$ cat config.mk
export PLATFORM = sky130hd
export DESIGN_NAME = sub_sat_stage
export DESIGN_NICKNAME = d
export VERILOG_FILES = /design/src/rtl/sub_sat_stage.sv
export SDC_FILE = /design/constraint.sdc
export NUM_CORES = 1
export LEC_CHECK = 0
export CAP_MARGIN = 40
export CELL_PAD_IN_SITES_DETAIL_PLACEMENT = 1
export CELL_PAD_IN_SITES_GLOBAL_PLACEMENT = 2
export CORE_UTILIZATION = 33
export CTS_CLUSTER_SIZE = 10
export DETAILED_ROUTE_END_ITERATION = 6
export GPL_ROUTABILITY_DRIVEN = 0
export PLACE_DENSITY = 0.81
export SETUP_SLACK_MARGIN = 0.4
export SYNTH_ARGS = -nofsm -noshare
export SYNTH_HDL_FRONTEND = slang
export SYNTH_SLANG_ARGS = --single-unit
$ cat constraint.sdc
create_clock -name clk -period 1.9 [get_ports clk]
set_input_delay 0.475 -clock clk [delete_from_list [all_inputs] [get_ports clk]]
set_output_delay 0.475 -clock clk [all_outputs]
set_load 0.01 [all_outputs]
$ cat src/rtl/sub_sat_stage.sv
// Saturating output stage behind the 8-bit subtractor.
// Clamps overflowed differences, buffers them in a 2-deep FIFO and counts saturations.
module sub_sat_stage #(
  parameter int CNT_W = 16
) (
  input  logic             clk,
  input  logic             rst_n,
  input  logic             in_valid,
  output logic             in_ready,
  input  logic [7:0]       diff,
  input  logic             overflow,
  output logic             out_valid,
  input  logic             out_ready,
  output logic [7:0]       out_data,
  output logic             out_sat,
  input  logic             cnt_clr,
  output logic [CNT_W-1:0] sat_cnt
);

  logic [7:0] mem_data [2];
  logic       mem_sat  [2];
  logic [1:0] count;
  logic       wptr;
  logic       rptr;
  logic       push;
  logic       pop;
  logic [7:0] sat_data;

  assign in_ready  = (count != 2'd2);
  assign out_valid = (count != 2'd0);
  assign push      = in_valid && in_ready;
  assign pop       = out_valid && out_ready;
  assign out_data  = mem_data[rptr];
  assign out_sat   = mem_sat[rptr];

  // diff[7]=1 on overflow means the true result was positive
  always_comb begin
    sat_data = diff;
    if (overflow) begin
      sat_data = diff[7] ? 8'h7F : 8'h80;
    end
  end

  always_ff @(posedge clk or negedge rst_n) begin
    if (!rst_n) begin
      for (int i = 0; i < 2; i++) begin
        mem_data[i] <= 8'h00;
        mem_sat[i]  <= 1'b0;
      end
      wptr <= 1'b0;
    end else if (push) begin
      mem_data[wptr] <= sat_data;
      mem_sat[wptr]  <= overflow;
      wptr           <= ~wptr;
    end
  end

  always_ff @(posedge clk or negedge rst_n) begin
    if (!rst_n) begin
      rptr <= 1'b0;
    end else if (pop) begin
      rptr <= ~rptr;
    end
  end

  always_ff @(posedge clk or negedge rst_n) begin
    if (!rst_n) begin
      count <= 2'd0;
    end else if (push && !pop) begin
      count <= count + 2'd1;
    end else if (pop && !push) begin
      count <= count - 2'd1;
    end
  end

  always_ff @(posedge clk or negedge rst_n) begin
    if (!rst_n) begin
      sat_cnt <= '0;
    end else if (cnt_clr) begin
      sat_cnt <= '0;
    end else if (push && overflow && (sat_cnt != '1)) begin
      sat_cnt <= sat_cnt + CNT_W'(1);
    end
  end

endmodule

# Yosys cells after proc, flatten, opt, wreduce, memory -nomap -nowiden

Cells that the tools add are included.

Memories kept: 0
Memory bits (writable): 0
Register bits after elaboration: 38
Bits in read-only memories: 0
Logic and storage cells: 50
Bits in latches: 0
Output and inout bits: 27
Bits of input ports: 14

Reductions and logical operators: 12
$lt $le $gt $ge: 3
$mul: 0
Bitwise logic cells: 4
Add/subtract/negate cells: 3
Divide/modulo/power cells: 0
Equal/unequal tests: 2
Multiplexer cells: 18
Shift-type cells: 0

Operators by type and width:

| operator                                                  | count |
|---|---|
| 2-to-1 mux 8 bit                                          | 6 |
| 2-to-1 mux 16 bit                                         | 2 |
| adder 16 x 1 -> 16 bit (second input constant)            | 1 |
| bitwise mux 16 bit                                        | 1 |
| inequality test 16 bit (second input constant)            | 1 |
| demux 8 bit (select 1 bit)                                | 1 |
| logical AND 1 bit                                         | 7 |
| nonzero test 2 bit                                        | 3 |
| greater-or-equal comparator 2 bit (second input constant) | 2 |
| 2-to-1 mux 1 bit                                          | 4 |
| 2-to-1 mux 2 bit                                          | 2 |
| inverter 1 -> 2 bit                                       | 2 |
| adder 2 x 1 -> 2 bit (second input constant)              | 1 |
| bitwise mux 2 bit                                         | 1 |
| logical NOT 1 bit                                         | 2 |
| < comparator 2 x 1 -> 1 bit (second input constant)       | 1 |
| inequality test 2 bit (second input constant)             | 1 |
| inverter 1 bit                                            | 2 |
| subtractor 2 x 1 -> 2 bit (second input constant)         | 1 |
| demux 1 bit (select 1 bit)                                | 1 |

# Longest topological paths before layout

Gate-level depths: netlist (run 1).

Word-level depth: 6
Mapped depth: 8
Gate-level depth less buffers: 7

# Least setup slack after synthesis (run 1)

Ideal clock, no wire load.

Path kind: register to register
Start: register sat_cnt[0]
End: register sat_cnt[3]
Data arrival time: 1651 ps
Data required time: 1772 ps
Slack: 122 ps
Clock period less this slack: 1778 ps
Cell stages (with the launch flop): 6
Path buffers: 0
Setup time: 128 ps
Path through: dfrtp_1 ha_1 nand3_2 nor4_4 a211oi_1 mux2_1

Word-level cells in the longest chain between the ends: 3
Elaborated cells between the ends (all ways): 6
Classes of those cells: 1 x add/sub; 1 x eq/ne; 2 x mux; 2 x reduce/logical

RTL lines:

| item                                                             | RTL line | text |
|---|---|---|
| start, declared                                                  | 17       | `output logic [CNT_W-1:0] sat_cnt` |
| start signal, assigned                                           | 82       | `sat_cnt <= sat_cnt + CNT_W'(1);` |
| adder 16 x 1 -> 16 bit or inequality test 16 bit (tied branches) | 82, 81   |  |
| 2-to-1 mux 16 bit or logical AND 1 bit (tied branches)           | 81       | `end else if (push && overflow && (sat_cnt != '1)) begin` |
| 2-to-1 mux 16 bit or nonzero test 2 bit (tied branches)          | --       |  |

Several ways; a longest one is shown, not always the timed one. The select of a mux whose other input is x is not followed.
A chain may end at the register's enable or synchronous reset.

# Worst setup path in the final report (run 1)

Start: register rptr
End: output port out_data[4]

Word-level cells in the longest chain between the ends: 4

RTL lines:

| item                                                 | RTL line | text |
|---|---|---|
| start, declared                                      | 24       | `logic rptr;` |
| start signal, assigned                               | 62       | `rptr <= ~rptr;` |
| inverter 1 -> 2 bit (implied by the code)            | 33       | `assign out_data = mem_data[rptr];` |
| 2-to-1 mux 8 bit (implied by the code) (3 in series) | 33       |  |
| end, declared                                        | 14       | `output logic [7:0] out_data,` |

Every way passes these cells. The select of a mux whose other input is x is not followed.

==> impl_metrics.csv, run 1 <==
group,metric,value,unit
outcome,outcome,"completed",
timing,tns,0,ps
timing,finalCriticalPeriod,1830,ps
synth,synth.net_count,197,
clock_network,clock-sinks,38,
worst_setup_path,slowest_delay,460,ps
power_and_ir_drop,p_per_area,1090,nW/um^2
timing,rsz0062_at_grt,"true",
worst_setup_path,critPathBufInv,2,
worst_setup_path,worstPathArrival,1350,ps
timing,drv_slew,0,
drt,drt_iter0_markers,86,
timing,hold_viol_final,0,
drt,vias_per_cell,5.14,
synth,yosysWarnings,0,
finish,final_cells,355,
clock_network,cts_tree,"built",
die,die_w,80.5,microns
worst_setup_path,crit_chain,"clkbuf_16 > mux2_4 > buf_6",
clock_network,clk_latency,290,ps
clock_network,cts_buffer_depth,2,
timing,finalSetupViolCount,0,
worst_setup_path,cpLargestDelayFamily,"flip-flops",
timing,period_share,96.1,%
finish,fillCellCount,635,
drt,drc,0,
finish,antenna_cells,0,
die,die_area,6490,sq um
finish,fin_nets,295,
finish,multi_input_area,1300,sq um
synth,ys.flop_type,"dfrtp_1",
synth,ys_seq_area_share,46.7,%
drt,drt_wl_total,6.60,mm
drt,postRouteAntennaNets,0,
synth,async_reset_ff_share,100,%
power_and_ir_drop,p_leak,0.00161,uW
worst_setup_path,critPathLaunch,"rptr",
worst_setup_path,crit_fanout,5,
min_path,hold_path.class,"in -> async",
synth,ys_types,42,
finish,ff_latch_area,963,sq um
clock_network,root_buffer,"clkbuf_8",
timing,max_freq,548,MHz
worst_setup_path,endpoint_kind,"output port",
clock_network,clk_pin_slew_worst_paths,80,ps
finish,stdcell_area,3480,sq um
die,initial_core_util,34.4,%
synth,synth_compound_area_share,8.42,%
worst_setup_path,r2r_cells,6,
global_routing,grt.total_usage,21.0,%
placed_design,dp_cells,307,
die,die_y,80.5,microns
synth,synth_xor_area_share,2.58,%
timing,slew_headroom,65.6,%
worst_setup_path,r2r-start,"sat_cnt[0]",
die,ioPinCount,41,
placed_design,hpwlAfterDp,3.67,mm
synth,synth_mux_area_share,18.2,%
synth,syn_area,2040,sq um
global_routing,overflow,0,
worst_setup_path,rr_endpoint,"sat_cnt[9]",
clock_network,htree_levels,2,
finish,drive_gt1_share,58.9,%
global_routing,antenna_found_initial,0,
drt,wl_per_cell,18.6,microns
worst_setup_path,crit_type,"reg -> out",
drt,vias,1826,
synth,synth_top_family_by_area,"simple AND/OR/NAND/NOR gates",
worst_setup_path,r2r_setup_slack,200,ps
power_and_ir_drop,ir_worst_vdd,0.891,mV
clock_network,numCtsBuffers,5,
worst_setup_path,critical_path.slowest_cell,"dfrtp_2",
finish,final_util,58.8,%
timing,skew,5.08,ps
synth,synth-edff-count,0,
finish,area_growth,71.0,%
power_and_ir_drop,power,3800,uW
synth,postSynthCellCount,181,
synth,synth-simple-area-share,19.4,%
drt,drtPass1Iterations,4,
die,core-area,5920,sq um
synth,synth_adder_area_share,1.23,%
worst_setup_path,start_kind,"flip-flop",
timing,tightest_slew,515,ps
global_routing,grt_pass1_wl,10.2,mm
die,fp-row-count,28,
synth,synth_seq_cells,38,
synth,avgSynthCellArea,11.2,sq um
placed_design,io_buffers,40,
global_routing,grt_pass1_vias,1931,
global_routing,grt_max_degree,22,
worst_setup_path,crit_required,1420,ps
job,cap_violations,0,
placed_design,place_area,2690,sq um
==> metal layers <==
layer	global-route usage, %	routed length (microns)
met3	3.07	171
met5	0	0
met4	6.79	187
met1	26.9	2850
met2	36.0	3400
==> state kept, by name (all words and copies together), names as in the netlist <==
name	flops
count	2
sat_cnt	16
mem_sat	2
wptr	1
rptr	1
mem_data	16
==> cell families (layout without fill, tap and decap cells) <==
group,count (synthesis),in the layout
compound gates,28,28
xor+xnor,6,6
fa+ha+maj,2,2
buf+inv,18,117
flops,38,38
mux,33,33
simple gates,56,56
==> report_power, final <==
part           internal (uW)  total [uW]  leakage [uW]  switching [uW]
clock                    428         721     0.0000585             293
combinational           1180        1840       0.00108             661
sequential              1060        1240      0.000470             180
total                   2660        3800       0.00161            1130
==> final cells by class <==
class,instances,share of cell area (%)
Clock inverter,1,0.863
Timing Repair Buffer,97,27.6
Tap cell,75,2.70
Multi-Input combinational cell,125,37.3
Inverter,12,1.37
Clock buffer,7,2.48
Sequential cell,38,27.7
==> worst reg2reg max path, delay by kind of cell (launching register included) <==
family                     cells  cell delay (ps)
AOI/OAI and AO/OA              1              180
adders and majority gates      1              180
buffers and inverters          1              130
DFF                            1              450
and+or+nand+nor                3              680
==> timing repair <==
| item | 4_1_cts | 5_1_grt |
|---|---|---|
| gates cloned | 1 | 0 |
| hold buffers | 0 | 0 |
| pin swaps | 16 | 20 |
| setup buffers | 32 | 7 |
| endpoints found under the setup margin | 63 | 52 |
| gates resized for setup | 131 | 52 |
==> cells in the final DEF (no fill, tap or decap), drive strengths merged, types with 4 or more instances in the layout <==
master	instances
nand2	9
nand4	4
dfrtp	38
buf	71
nor2	8
a211oi	4
dlygate4sd2	8
mux2	32
nand3	6
clkbuf	9
o31ai	5
a21oi	8
clkdlybuf4s15	6
or4	4
nor2b	5
o21ai	8
inv	12
clkdlybuf4s50	10
==> stage by stage <==
step,hold slack [ps],worst slack [ps]
6_report,141,74.1
5_1_grt,167,41.4
4_1_cts,155,72.1
3_5_place_dp,479,-243
3_3_place_gp,473,-223
2_1_floorplan,179,139
==> worst max-delay path by stage <==
stage,slack (ps),end,depth (start not counted)
2_1_floorplan,140,sat_cnt[3],5
3_3_place_gp,-220,sat_cnt[15],5
3_5_place_dp,-240,sat_cnt[15],5
4_1_cts,70,out_sat,3
5_1_grt,40,out_data[1],3
6_report,70,out_data[4],3
==> synthesized netlist by cell type (2+ instances only) <==
| cell type | n | area, sq um |
|---|---|---|
| a211oi_1 | 4 | 30.0 |
| a21oi_1 | 7 | 35.0 |
| a31oi_1 | 2 | 12.5 |
| and4_1 | 2 | 17.5 |
| buf_2 | 2 | 10.0 |
| clkbuf_1 | 4 | 15.0 |
| dfrtp_1 | 38 | 951 |
| ha_1 | 2 | 25.0 |
| inv_1 | 11 | 41.3 |
| mux2_1 | 3 | 33.8 |
| mux2_2 | 29 | 327 |
| nand2_1 | 9 | 33.8 |
| nand2b_1 | 3 | 18.8 |
| nand3_1 | 5 | 25.0 |
| nand4_2 | 2 | 25.0 |
| nor2_1 | 7 | 26.3 |
| nor2b_1 | 5 | 31.3 |
| nor3_1 | 2 | 10.0 |
| nor4_1 | 2 | 12.5 |
| o21ai_0 | 8 | 40.0 |
| o31ai_1 | 5 | 37.5 |
| or3_1 | 2 | 12.5 |
| or4_1 | 4 | 30.0 |
| xnor2_1 | 3 | 26.3 |
| xor2_1 | 3 | 26.3 |
No activity file was read; power rests on OpenSTA's default activity.
==> inputs of run 2 (changes only) <==
ABC_AREA = 0   (was default)
CORE_UTILIZATION = 40   (was 33)
DONT_BUFFER_PORTS = 1   (was default)
PLACE_DENSITY = 0.8   (was 0.81)
==> run 2 against run 1 <==
Count of clock-buffer cells in the layout shrank 1. Worst setup slack better by 72 ps. Clock skew increased by 1.8 ps. Sequential power hardly changed. Critical path depth grew 3. Non-clock buffer count is 59 lower. Critical path type is now reg -> reg. Register-to-register slack worse by 50 ps. Die area shrank 17%. Via count shrank 14%. Highest routed layer unchanged. Final cell count decreased by 19%.
==> impl_metrics.csv, run 2 (synthesized netlist as in run 1, its figures left out) <==
group,metric,value,unit
outcome,outcome,"completed",
finish,drive_gt1_share,55.7,%
power_and_ir_drop,p_seq_share,38.6,%
timing,slew_headroom,79.4,%
power_and_ir_drop,clkPwrFrac,18.8,%
global_routing,overflow,0,
drt,dr.max_layer_used,"met4",
drt,postRouteAntennaNets,0,
timing,finalSetupViolCount,0,
timing,max_freq,570,MHz
timing,period_share,92.3,%
worst_setup_path,crit_type,"reg -> reg",
job,cap_violations,0,
timing,tns,0,ps
clock_network,clk_latency,300,ps
die,die_w,73.3,microns
finish,final_cells,288,
drt,wl_met2,2.93,mm
finish,ff_latch_area,960,sq um
drt,met3_length,198,microns
finish,layout_common_cells,"31 x dfrtp_1, 26 x buf_4, 19 x mux2_2",
drt,vias_per_cell,5.45,
clock_network,numCtsBuffers,5,
finish,fillCellCount,508,
drt,drtPass1Iterations,4,
clock_network,root_buffer,"clkbuf_8",
worst_setup_path,r2r_setup_slack,150,ps
clock_network,clk_pin_slew_worst_paths,80,ps
global_routing,grt_max_degree,39,
timing,hold_viol_final,0,
worst_setup_path,start_kind,"flip-flop",
worst_setup_path,endpoint_kind,"flip-flop",
global_routing,antenna_found_initial,0,
power_and_ir_drop,ir_worst_vdd,0.694,mV
timing,rsz0062_at_grt,"true",
clock_network,cts_tree,"built",
timing,drv_slew,0,
clock_network,htree_levels,2,
die,fp-row-count,25,
finish,top_regs,"mem_data (16), sat_cnt (16)",
die,ioPinCount,41,
drt,drc,0,
timing,tightest_slew,306,ps
min_path,hold_path.class,"in -> async",
worst_setup_path,crit_required,2110,ps
drt,drt_wl_total,5.80,mm
power_and_ir_drop,p_leak,0.00124,uW
finish,area_growth,36.9,%
clock_network,clock-sinks,38,
power_and_ir_drop,p_per_area,1140,nW/um^2
timing,finalCriticalPeriod,1750,ps
global_routing,grt_pass1_wl,8.71,mm
die,initial_core_util,42.3,%
die,core-area,4820,sq um
drt,drt_iter0_markers,81,
timing,skew,6.87,ps
worst_setup_path,crit_fanout,6,
die,die_y,73.3,microns
drt,vias,1570,
clock_network,cts_buffer_depth,2,
worst_setup_path,worstPathArrival,1960,ps
finish,final_common_cell,"dfrtp_1",
power_and_ir_drop,switching_share,33.4,%
drt,wl_per_cell,20.2,microns
placed_design,io_buffers,0,
power_and_ir_drop,combPwrFrac,42.6,%
power_and_ir_drop,p_sw,1060,uW
power_and_ir_drop,intPower,2120,uW
finish,antenna_cells,0,
drt,drt-met1-wl,2.60,mm
finish,multi_input_area,1250,sq um
finish,fin_nets,236,
global_routing,grt.total_usage,21.7,%
placed_design,dp_cells,259,
placed_design,hpwlAfterDp,3.53,mm
global_routing,grt_pass1_vias,1694,
die,die_area,5380,sq um
==> run 2: final timing paths <==
path                       depth (start not counted)      endpoint         start
max reg2reg                                        6   sat_cnt[12]    sat_cnt[1]
max in group asynchronous                          1    sat_cnt[2]         rst_n
min                                                1   sat_cnt[14]         rst_n
min reg2reg                                        1  mem_data[14]  mem_data[14]
min in group clk                                   1   sat_cnt[13]       cnt_clr
max                                                6   sat_cnt[12]    sat_cnt[1]
==> run 2: final cells by class <==
type | instances | share of cell area, %
multi-input cells | 125 | 45.0
flip-flops and latches | 38 | 34.4
repair buffers | 38 | 12.5
well taps | 67 | 3.01
clock buffers | 6 | 2.96
inverters | 12 | 1.62
clock inverters | 2 | 0.449
==> run 2: power groups by stage <==
stage / Clock (uW) / Combinational (uW) / Sequential [uW]
after global placement: 0 / 859 / 1230
after CTS: 612 / 1220 / 1220
after global routing: 650 / 1450 / 1260
after floorplan: 0 / 795 / 1170
final: 599 / 1350 / 1230
after detailed placement: 0 / 900 / 1260
==> run 2: metal layers <==
| metal | up-vias | global-route usage, % |
|---|---|---|
| met1 | 806 | 29.2 |
| met4 | 0 | 5.34 |
| met3 | 8 | 5.62 |
| met5 | - | 0 |
| li1 | 721 | - |
| met2 | 35 | 35.1 |
==> run 2: through the flow <==
step	setup WS [ps]	util, %	hold slack, ps	power [uW]	cell area, sq um
2_1_floorplan	139	-	179	1970	2070
3_3_place_gp	122	46.6	180	2090	2240
3_5_place_dp	75.2	46.6	180	2160	2240
4_1_cts	192	54.4	11.6	3050	2620
5_1_grt	61.6	57.8	10.5	3360	2790
6_report	146	57.8	7.34	3180	2790
==> run 2: repair_timing <==
| action | CTS | global route |
|---|---|---|
| buffers inserted | 12 | 8 |
| resized for setup | 44 | 20 |
| pin swaps | 9 | 11 |
| hold buffers | 1 | 0 |
| hold endpoints to repair | 38 | 0 |
| setup endpoints to repair | 46 | 36 |
==> run 2: critical path, cell delays in order, from the launching register on <==
cell and delay (ps):
dfrtp_1 390, ha_2 230, nand3_4 120, nand4b_4 270
buf_4 190, or2_0 220, a211oi_2 230
==> inputs of run 3 (changes only) <==
CORE_UTILIZATION = 42   (was 40)
CTS_BUF_LIST = sky130_fd_sc_hd__clkbuf_8   (was default)
PLACE_DENSITY = 0.83   (was 0.8)
==> run 3 against run 2 <==
Core utilization increased by 6.0 points. Critical path type unchanged. Power increased by 9.2%. First-iteration DRC count increased by 3.7%. Critical path depth is 1 lower. Non-clock buffer count grew 8. Worst setup slack better by 60 ps. Global-route usage grew 1.2 points. Sequential cell count is the same. Combinational power rose by 24%.
==> impl_metrics.csv, run 3 (synthesized netlist as in run 1, its figures left out) <==
group,metric,value,unit
outcome,outcome,"completed",
clock_network,cts_buffer_depth,2,
finish,fin_nets,244,
finish,stdcell_area,2880,sq um
worst_setup_path,crit_type,"reg -> reg",
finish,layout_common_cells,"34 x buf_4, 29 x dfrtp_1, 20 x mux2_4",
placed_design,place_area,2220,sq um
die,core-area,4500,sq um
job,cap_violations,0,
die,die_y,71.6,microns
power_and_ir_drop,p_leak,0.00133,uW
finish,top_regs,"mem_data (16), sat_cnt (16)",
worst_setup_path,worstPathArrival,1910,ps
drt,vias,1643,
finish,final_common_cell,"buf_4",
drt,postRouteAntennaNets,0,
drt,drtPass1Iterations,4,
clock_network,numCtsBuffers,5,
timing,skew,6.00,ps
global_routing,antenna_found_initial,0,
timing,hold_viol_final,0,
finish,area_growth,41.3,%
drt,vias_per_cell,5.85,
clock_network,htree_levels,2,
worst_setup_path,endpoint_kind,"flip-flop",
global_routing,grt_max_degree,39,
worst_setup_path,start_kind,"flip-flop",
placed_design,dp_cells,244,
drt,drt_iter0_markers,84,
power_and_ir_drop,p_per_area,1210,nW/um^2
global_routing,grt.total_usage,22.9,%
die,die_w,71.6,microns
timing,period_share,89.1,%
timing,finalCriticalPeriod,1690,ps
finish,final_cells,281,
timing,tns,0,ps
global_routing,grt_pass1_vias,1630,
die,die_area,5130,sq um
timing,drv_slew,0,
min_path,hold_path.class,"in -> async",
clock_network,clock-sinks,38,
drt,drt_wl_total,6.11,mm
timing,finalSetupViolCount,0,
clock_network,clk_pin_slew_worst_paths,80,ps
timing,slew_headroom,73.4,%
finish,drive_gt1_share,57.6,%
clock_network,clk_latency,300,ps
die,initial_core_util,45.2,%
die,ioPinCount,41,
timing,tightest_slew,398,ps
drt,drc,0,
die,fp-row-count,24,
worst_setup_path,crit_fanout,5,
placed_design,io_buffers,0,
clock_network,root_buffer,"clkbuf_8",
timing,rsz0062_at_grt,"true",
worst_setup_path,crit_required,2110,ps
timing,max_freq,590,MHz
power_and_ir_drop,ir_worst_vdd,0.668,mV
placed_design,hpwlAfterDp,3.40,mm
clock_network,cts_tree,"built",
global_routing,overflow,0,
finish,antenna_cells,0,
drt,wl_per_cell,21.7,microns
global_routing,grt_pass1_wl,8.78,mm
## run 3: cell count changes in the layout (fill, tap and decap cells not counted), sizes merged
cell | previous run | this run
inv | 12 | 13
clkinvlp | 1 | 0
clkbuf | 6 | 7
buf | 38 | 44
clkinv | 1 | 2
## run 3: layout make-up
type,instances,area (sq um)
flip-flops and latches,38,962
multi-input cells,125,1290
well taps,52,65.1
clock buffers,5,68.8
fillers,455,1630
repair buffers,46,430
inverters,12,47.5
clock inverters,3,13.8
## run 3: metrics by stage
step	util [%]	total power [uW]	setup WS (ps)	hold slack [ps]
after floorplan	-	1970	139	179
after global placement	49.4	2130	216	181
after detailed placement	49.4	2190	133	181
after CTS	58.0	3050	201	16.5
after global routing	63.9	3640	157	8.64
final	63.9	3470	206	1.34
## run 3: per-layer routing
layer	GRT usage, %	wire [microns]	part of all wire [%]	up-vias
li1	-	-	-	743
met5	0	0	0	-
met2	36.5	3100	51	36
met3	6.75	238	3.9	6
met4	6.32	58	0.95	0
met1	30.7	2710	44	858
## run 3: final timing paths
path                                    from            to  slack, ps  cells after the start
max in group asynchronous              rst_n    sat_cnt[3]       1680                      1
min in group clk                     cnt_clr   sat_cnt[13]        220                      1
worst min-delay path                   rst_n    sat_cnt[9]          1                      1
worst min register to register  mem_data[10]  mem_data[10]        520                      1
worst max register to register    sat_cnt[0]    sat_cnt[9]        210                      5
worst max-delay path              sat_cnt[0]    sat_cnt[9]        210                      5
## run 3: timing repair
action                                 CTS  global route
endpoints found under the hold margin   38             0
setup endpoints to repair               47            47
cloned                                   0             2
resized for setup                       40            34
setup buffers                           16            10
hold buffers                             1             0
pin swaps                               16            11
## run 3: worst max-delay path: stages, from the launching register on
cell	delay [ps]
dfrtp_1	410
buf_4	140
and4_4	250
nand4_4	160
or4_1	450
a21oi_1	200
## run 3: power breakdown
group	internal, uW	switching, uW	total, uW	leakage (uW)
Sequential	1060	182	1240	0.000472
Combinational	985	694	1680	0.000805
Clock	249	301	551	0.0000491
